[config.mk]
export PLATFORM = sky130hd
export DESIGN_NAME = approx_mul_err_accum
export DESIGN_NICKNAME = d
export VERILOG_FILES = /design/src/rtl/approx_err_pkg.sv /design/src/rtl/err_metric_pipe.sv /design/src/rtl/approx_mul_err_accum.sv
export SDC_FILE = /design/constraint.sdc
export NUM_CORES = 2
export LEC_CHECK = 0
export CAP_MARGIN = 25
export CORE_ASPECT_RATIO = 1.25
export CORE_MARGIN = 5
export CORE_UTILIZATION = 40
export DETAILED_ROUTE_END_ITERATION = 16
export PLACE_DENSITY = 0.63
export SYNTH_ARGS = -nofsm -noshare
export SYNTH_HDL_FRONTEND = slang
export SYNTH_SLANG_ARGS = --single-unit
export TNS_END_PERCENT = 5
[constraint.sdc]
create_clock -name clk -period 5.96 [get_ports clk]
set_input_delay 0.596 -clock clk [delete_from_list [all_inputs] [get_ports clk]]
set_output_delay 0.596 -clock clk [all_outputs]
set_load 0.005 [all_outputs]
[src/rtl/approx_err_pkg.sv]
// Shared defaults, FSM state type and saturating-add helpers for the
// approximate-multiplier error collector.
package approx_err_pkg;

  localparam int unsigned OP_W_DEF  = 8;
  localparam int unsigned ACC_W_DEF = 48;
  localparam int unsigned CNT_W_DEF = 32;
  localparam int unsigned SAT_W     = 64;

  typedef enum logic [1:0] {
    S_IDLE,
    S_RUN,
    S_DRAIN,
    S_DONE
  } state_t;

  // Operands are zero-extended to SAT_W; w is the real accumulator width.
  function automatic logic [SAT_W-1:0] sat_add(input logic [SAT_W-1:0] acc,
                                               input logic [SAT_W-1:0] inc,
                                               input int unsigned      w);
    logic [SAT_W:0] sum;
    logic [SAT_W:0] lim;
    sum = {1'b0, acc} + {1'b0, inc};
    lim = ((SAT_W+1)'(1) << w) - (SAT_W+1)'(1);
    return (sum > lim) ? lim[SAT_W-1:0] : sum[SAT_W-1:0];
  endfunction

  function automatic logic sat_ovf(input logic [SAT_W-1:0] acc,
                                   input logic [SAT_W-1:0] inc,
                                   input int unsigned      w);
    logic [SAT_W:0] sum;
    logic [SAT_W:0] lim;
    sum = {1'b0, acc} + {1'b0, inc};
    lim = ((SAT_W+1)'(1) << w) - (SAT_W+1)'(1);
    return sum > lim;
  endfunction

endpackage

[src/rtl/err_metric_pipe.sv]
// Two-stage datapath: exact product and signed error in S1, squared error in S2.
// Never stalls; busy reports any stage still holding a valid sample.
module err_metric_pipe
  import approx_err_pkg::*;
#(
  parameter int unsigned OP_W = OP_W_DEF
) (
  input  logic                clk,
  input  logic                rst_n,
  input  logic                in_valid,
  input  logic [OP_W-1:0]     in_a,
  input  logic [OP_W-1:0]     in_b,
  input  logic [2*OP_W-1:0]   in_approx,
  output logic                out_valid,
  output logic [2*OP_W-1:0]   out_abs,
  output logic                out_nz,
  output logic [4*OP_W+1:0]   out_sq,
  output logic                busy
);

  localparam int unsigned PW  = 2 * OP_W;
  localparam int unsigned EW  = PW + 1;
  localparam int unsigned SQW = 4 * OP_W + 2;

  logic [PW-1:0]         prod;
  logic signed [EW-1:0]  err;
  logic [PW-1:0]         abs_c;

  logic                  v1;
  logic signed [EW-1:0]  err1;
  logic [PW-1:0]         abs1;
  logic                  nz1;

  logic signed [SQW-1:0] err1_ext;

  always_comb begin
    prod  = PW'(in_a) * PW'(in_b);
    err   = $signed({1'b0, in_approx}) - $signed({1'b0, prod});
    abs_c = err[EW-1] ? PW'(-err) : PW'(err);
  end

  always_comb begin
    err1_ext = SQW'(err1);
  end

  always_ff @(posedge clk) begin
    if (!rst_n) begin
      v1        <= 1'b0;
      out_valid <= 1'b0;
    end else begin
      v1        <= in_valid;
      out_valid <= v1;
    end
  end

  always_ff @(posedge clk) begin
    err1    <= err;
    abs1    <= abs_c;
    nz1     <= (err != '0);
    out_sq  <= $unsigned(err1_ext * err1_ext);
    out_abs <= abs1;
    out_nz  <= nz1;
  end

  always_comb begin
    busy = v1 | out_valid;
  end

endmodule

[src/rtl/approx_mul_err_accum.sv]
// Error-metric collector for an 8x8 approximate multiplier: run FSM, input
// handshake and saturating MSE/MAE accumulators around err_metric_pipe.
module approx_mul_err_accum
  import approx_err_pkg::*;
#(
  parameter int unsigned OP_W  = OP_W_DEF,
  parameter int unsigned ACC_W = ACC_W_DEF,
  parameter int unsigned CNT_W = CNT_W_DEF
) (
  input  logic                clk,
  input  logic                rst_n,
  input  logic                start,
  input  logic [CNT_W-1:0]    cfg_num,
  input  logic                in_valid,
  output logic                in_ready,
  input  logic [OP_W-1:0]     in_a,
  input  logic [OP_W-1:0]     in_b,
  input  logic [2*OP_W-1:0]   in_approx,
  output logic                busy,
  output logic                done,
  output logic [ACC_W-1:0]    res_sum_sq,
  output logic [ACC_W-1:0]    res_sum_abs,
  output logic [2*OP_W-1:0]   res_max_abs,
  output logic [CNT_W-1:0]    res_err_cnt,
  output logic [CNT_W-1:0]    res_smp_cnt,
  output logic                res_sat
);

  localparam int unsigned PW  = 2 * OP_W;
  localparam int unsigned SQW = 4 * OP_W + 2;

  state_t           state, state_nxt;
  logic [CNT_W-1:0] cfg_q;
  logic [CNT_W-1:0] accepted;
  logic [CNT_W-1:0] accepted_inc;
  logic             start_ok;
  logic             fire;

  logic             p_valid;
  logic [PW-1:0]    p_abs;
  logic             p_nz;
  logic [SQW-1:0]   p_sq;
  logic             p_busy;

  err_metric_pipe #(
    .OP_W(OP_W)
  ) u_pipe (
    .clk      (clk),
    .rst_n    (rst_n),
    .in_valid (fire),
    .in_a     (in_a),
    .in_b     (in_b),
    .in_approx(in_approx),
    .out_valid(p_valid),
    .out_abs  (p_abs),
    .out_nz   (p_nz),
    .out_sq   (p_sq),
    .busy     (p_busy)
  );

  always_comb begin
    start_ok     = start && (state == S_IDLE || state == S_DONE);
    fire         = in_valid && in_ready;
    accepted_inc = accepted + CNT_W'(1);
  end

  always_ff @(posedge clk) begin
    if (!rst_n) state <= S_IDLE;
    else        state <= state_nxt;
  end

  always_comb begin
    state_nxt = state;
    unique case (state)
      S_IDLE, S_DONE: if (start) state_nxt = (cfg_num == '0) ? S_DONE : S_RUN;
      S_RUN:          if (fire && accepted_inc == cfg_q) state_nxt = S_DRAIN;
      S_DRAIN:        if (!p_busy) state_nxt = S_DONE;
    endcase
  end

  always_comb begin
    busy     = (state == S_RUN) || (state == S_DRAIN);
    done     = (state == S_DONE);
    in_ready = (state == S_RUN) && (accepted < cfg_q);
  end

  always_ff @(posedge clk) begin
    if (!rst_n) begin
      cfg_q    <= '0;
      accepted <= '0;
    end else if (start_ok) begin
      cfg_q    <= cfg_num;
      accepted <= '0;
    end else if (fire) begin
      accepted <= accepted_inc;
    end
  end

  // Pipe is always empty in IDLE/DONE, so a start clear never races an update.
  always_ff @(posedge clk) begin
    if (!rst_n || start_ok) begin
      res_sum_sq  <= '0;
      res_sum_abs <= '0;
      res_max_abs <= '0;
      res_err_cnt <= '0;
      res_smp_cnt <= '0;
      res_sat     <= 1'b0;
    end else if (p_valid) begin
      res_sum_sq  <= ACC_W'(sat_add(SAT_W'(res_sum_sq), SAT_W'(p_sq), ACC_W));
      res_sum_abs <= ACC_W'(sat_add(SAT_W'(res_sum_abs), SAT_W'(p_abs), ACC_W));
      res_sat     <= res_sat
                   | sat_ovf(SAT_W'(res_sum_sq), SAT_W'(p_sq), ACC_W)
                   | sat_ovf(SAT_W'(res_sum_abs), SAT_W'(p_abs), ACC_W);
      if (p_abs > res_max_abs) res_max_abs <= p_abs;
      if (p_nz) res_err_cnt <= res_err_cnt + CNT_W'(1);
      res_smp_cnt <= res_smp_cnt + CNT_W'(1);
    end
  end

endmodule

==> run metrics <==
routed vias=24210; clock skew=23.19 ps; failing checks=negative setup slack; Area Growth Syn to Fin=21.08%; outcome=finished with violations; CP Capture Type=register; initial antenna violation count=1; leading area contributor after synthesis=dfxtp_1; max frequency=166.5 MHz; most frequent cell after synthesis=inv_1; num rows=111; HP Start=u_pipe.abs1[5]$_DFF_P_; full die area=0.07903 mm²; Sink Count=327; port bufs=247; Synth async-reset ratio=0; synth top area cells=dfxtp_1, fa_1, ha_1; routed vias/inst=5.091; drt total wl=77300 µm; chip width=252.5 µm; H-tree depth=2; Congestion Overflow GR=0; Post-Syn Area=0.02939 mm²; WP data arrival=6420 ps; CP max FO=7; Rel. slew slack=0.4250; first-pass GRT wire length=127800 µm; Final Hold Vio Count=0; Setup Crit Path Kind=reg -> reg; Final TNS setup=-91.06 ps; CTS Buffer Depth=3; wire per inst=16.25 µm; sequential element share of the synthesized area=0.2227; DR pass1 iterations=7; crit share post-route=1.008; worst reg2reg path startpoint=u_pipe.err1[7]$_DFF_P_; DRC Markers=0; NumNets Final=4389; CP Launch Type=register; largest net degree at the start of global routing=85; Yosys top cell area share=0.2227; commonest cells in the netlist=inv_1, dfxtp_1, fa_1, nand2_1, ha_1; vias in the first global route=25020; Max-Cap Viols=0; GR Util All Layers=0.1950; CTS tree=built; post-DP HPWL=62800 µm; Synth Net Count=4039; number of enable flip-flop cells after synthesis=0; Worst-Skew Late Latency=560 ps; Met1 Wirelength=32010 µm; final slew viol count=0; Synth cell types=79; final worst slack=-47.07 ps; Final GP Congestion=0.8704; Synth Area per Inst=8.594 µm²; CTS Buf Count=37; flops & latches, synth=327; Root Buffer=clkbuf_16; top routing layer in use=met4; min Tclk post-route=6007 ps; metal2 WL=38650 µm; Most used DFF post-synth=dfxtp_1; RSZ-0062 raised after global routing=true; ratio of cells with drive above 1 in the final layout=0.08880; Yosys Warn Count=0; Die Y-Extent=313.1 µm; post-synthesis cell count=3420; CTS clock-pin slew for the worst setup and hold paths=60 ps; Hold Path Class=reg -> reg; antenna-violating nets left=0; Req. time, crit path=6370 ps; actual slew at the worst max-slew pin=860.4 ps; initial DRC count=1231; Starting Density=0.4023; critical path launch point=u_pipe.err1[7]$_DFF_P_; met3 wire length=4056 µm; boundary pin count=248; Final setup viols=3; Core Area=0.07305 mm²; hold buffer count at CTS=0
==> final timing paths <==
check | to | slack [ps] | cells after the start
worst max-delay path | u_pipe.out_sq[33]$_DFF_P_ | -50 | 22
worst min-delay path | u_pipe.out_abs[5]$_DFF_P_ | 330 | 0
worst max register to register | u_pipe.out_sq[33]$_DFF_P_ | -50 | 22
worst min register to register | u_pipe.out_abs[5]$_DFF_P_ | 330 | 0
==> final cells by class <==
| type | instances | area, µm² |
|---|---|---|
| multi-input combinational | 2418 | 20560 |
| sequential | 327 | 6579 |
| inverter | 551 | 2068 |
| timing repair buffer | 435 | 3929 |
| tap | 960 | 1201 |
| antenna | 1 | 2.502 |
| fill | 7059 | 37460 |
| clock buffer | 53 | 1097 |
| clock inverter | 11 | 147.6 |
==> state kept, by name (all words and copies together), names as in the netlist, 16 cells and up <==
| signal | flops |
|---|---|
| accepted | 32 |
| cfg_q | 32 |
| res_err_cnt | 32 |
| res_max_abs | 16 |
| res_smp_cnt | 32 |
| res_sum_abs | 48 |
| res_sum_sq | 48 |
| u_pipe.err1 | 17 |
| u_pipe.out_abs | 16 |
| u_pipe.out_sq | 32 |
==> critical path: stages (launching register included) <==
cell       delay [ps]
dfxtp_2           360
buf_6             130
and2_1            150
inv_1              60
fa_1              460
fa_1              510
fa_1              510
inv_1              50
fa_1              510
fa_1              540
inv_1              50
fa_1              520
inv_1              60
ha_4              260
a21oi_2           180
o311ai_2          150
o311ai_2          390
o31ai_4           160
o2111ai_2         250
o31a_1            210
o21ai_1            90
a21oi_1           160
xnor2_1           100
==> cell families after synthesis <==
group,Yosys count,synth area share
adders and majority gates,552,0.3156
xor gates and xnor gates,236,0.07033
AOI/OAI and AO/OA,619,0.1329
DFF,327,0.2227
buffers and inverters,675,0.08688
and+or+nand+nor,1000,0.1677
muxes,11,0.003789
==> metal layers <==
metal	vias to the layer above	global-route usage
met5	-	0
met1	11620	0.2379
met3	133	0.03178
met4	0	0.05972
met2	488	0.3515
li1	11970	-
==> cell usage in the layout, fill, tap and decap left out, types with 128 or more instances in the layout <==
cell type and instances:
inv_1 546, dfxtp_1 311, fa_1 309, nand2_1 294, clkdlybuf4s50_1 247, ha_1 225, nor2_1 224, buf_4 183
a21oi_1 179, xnor2_1 128
==> timing repair <==
action | 4_1_cts | 5_1_grt
resized for setup | 47 | 7
setup buffers | 7 | 0
pin swaps | 37 | 5
endpoints found under the setup margin | 10 | 10
gates cloned | 0 | 0
==> through the flow <==
step	area (µm²)	setup WS (ps)	std cells	util	hold slack [ps]
floorplan	29550	-0.4814	3420	-	309.6
global placement	34090	-224.4	4684	0.4667	313.7
detailed placement	34090	-394.9	4684	0.4667	312.1
CTS	35540	-47.01	4755	0.4865	327.4
global route	35590	-347.1	4755	0.4871	333.5
finish	35590	-47.07	4756	0.4872	326.3
Power is not shown: default switching activity piles up to over one toggle a cycle in this logic, so the estimate is an artifact.
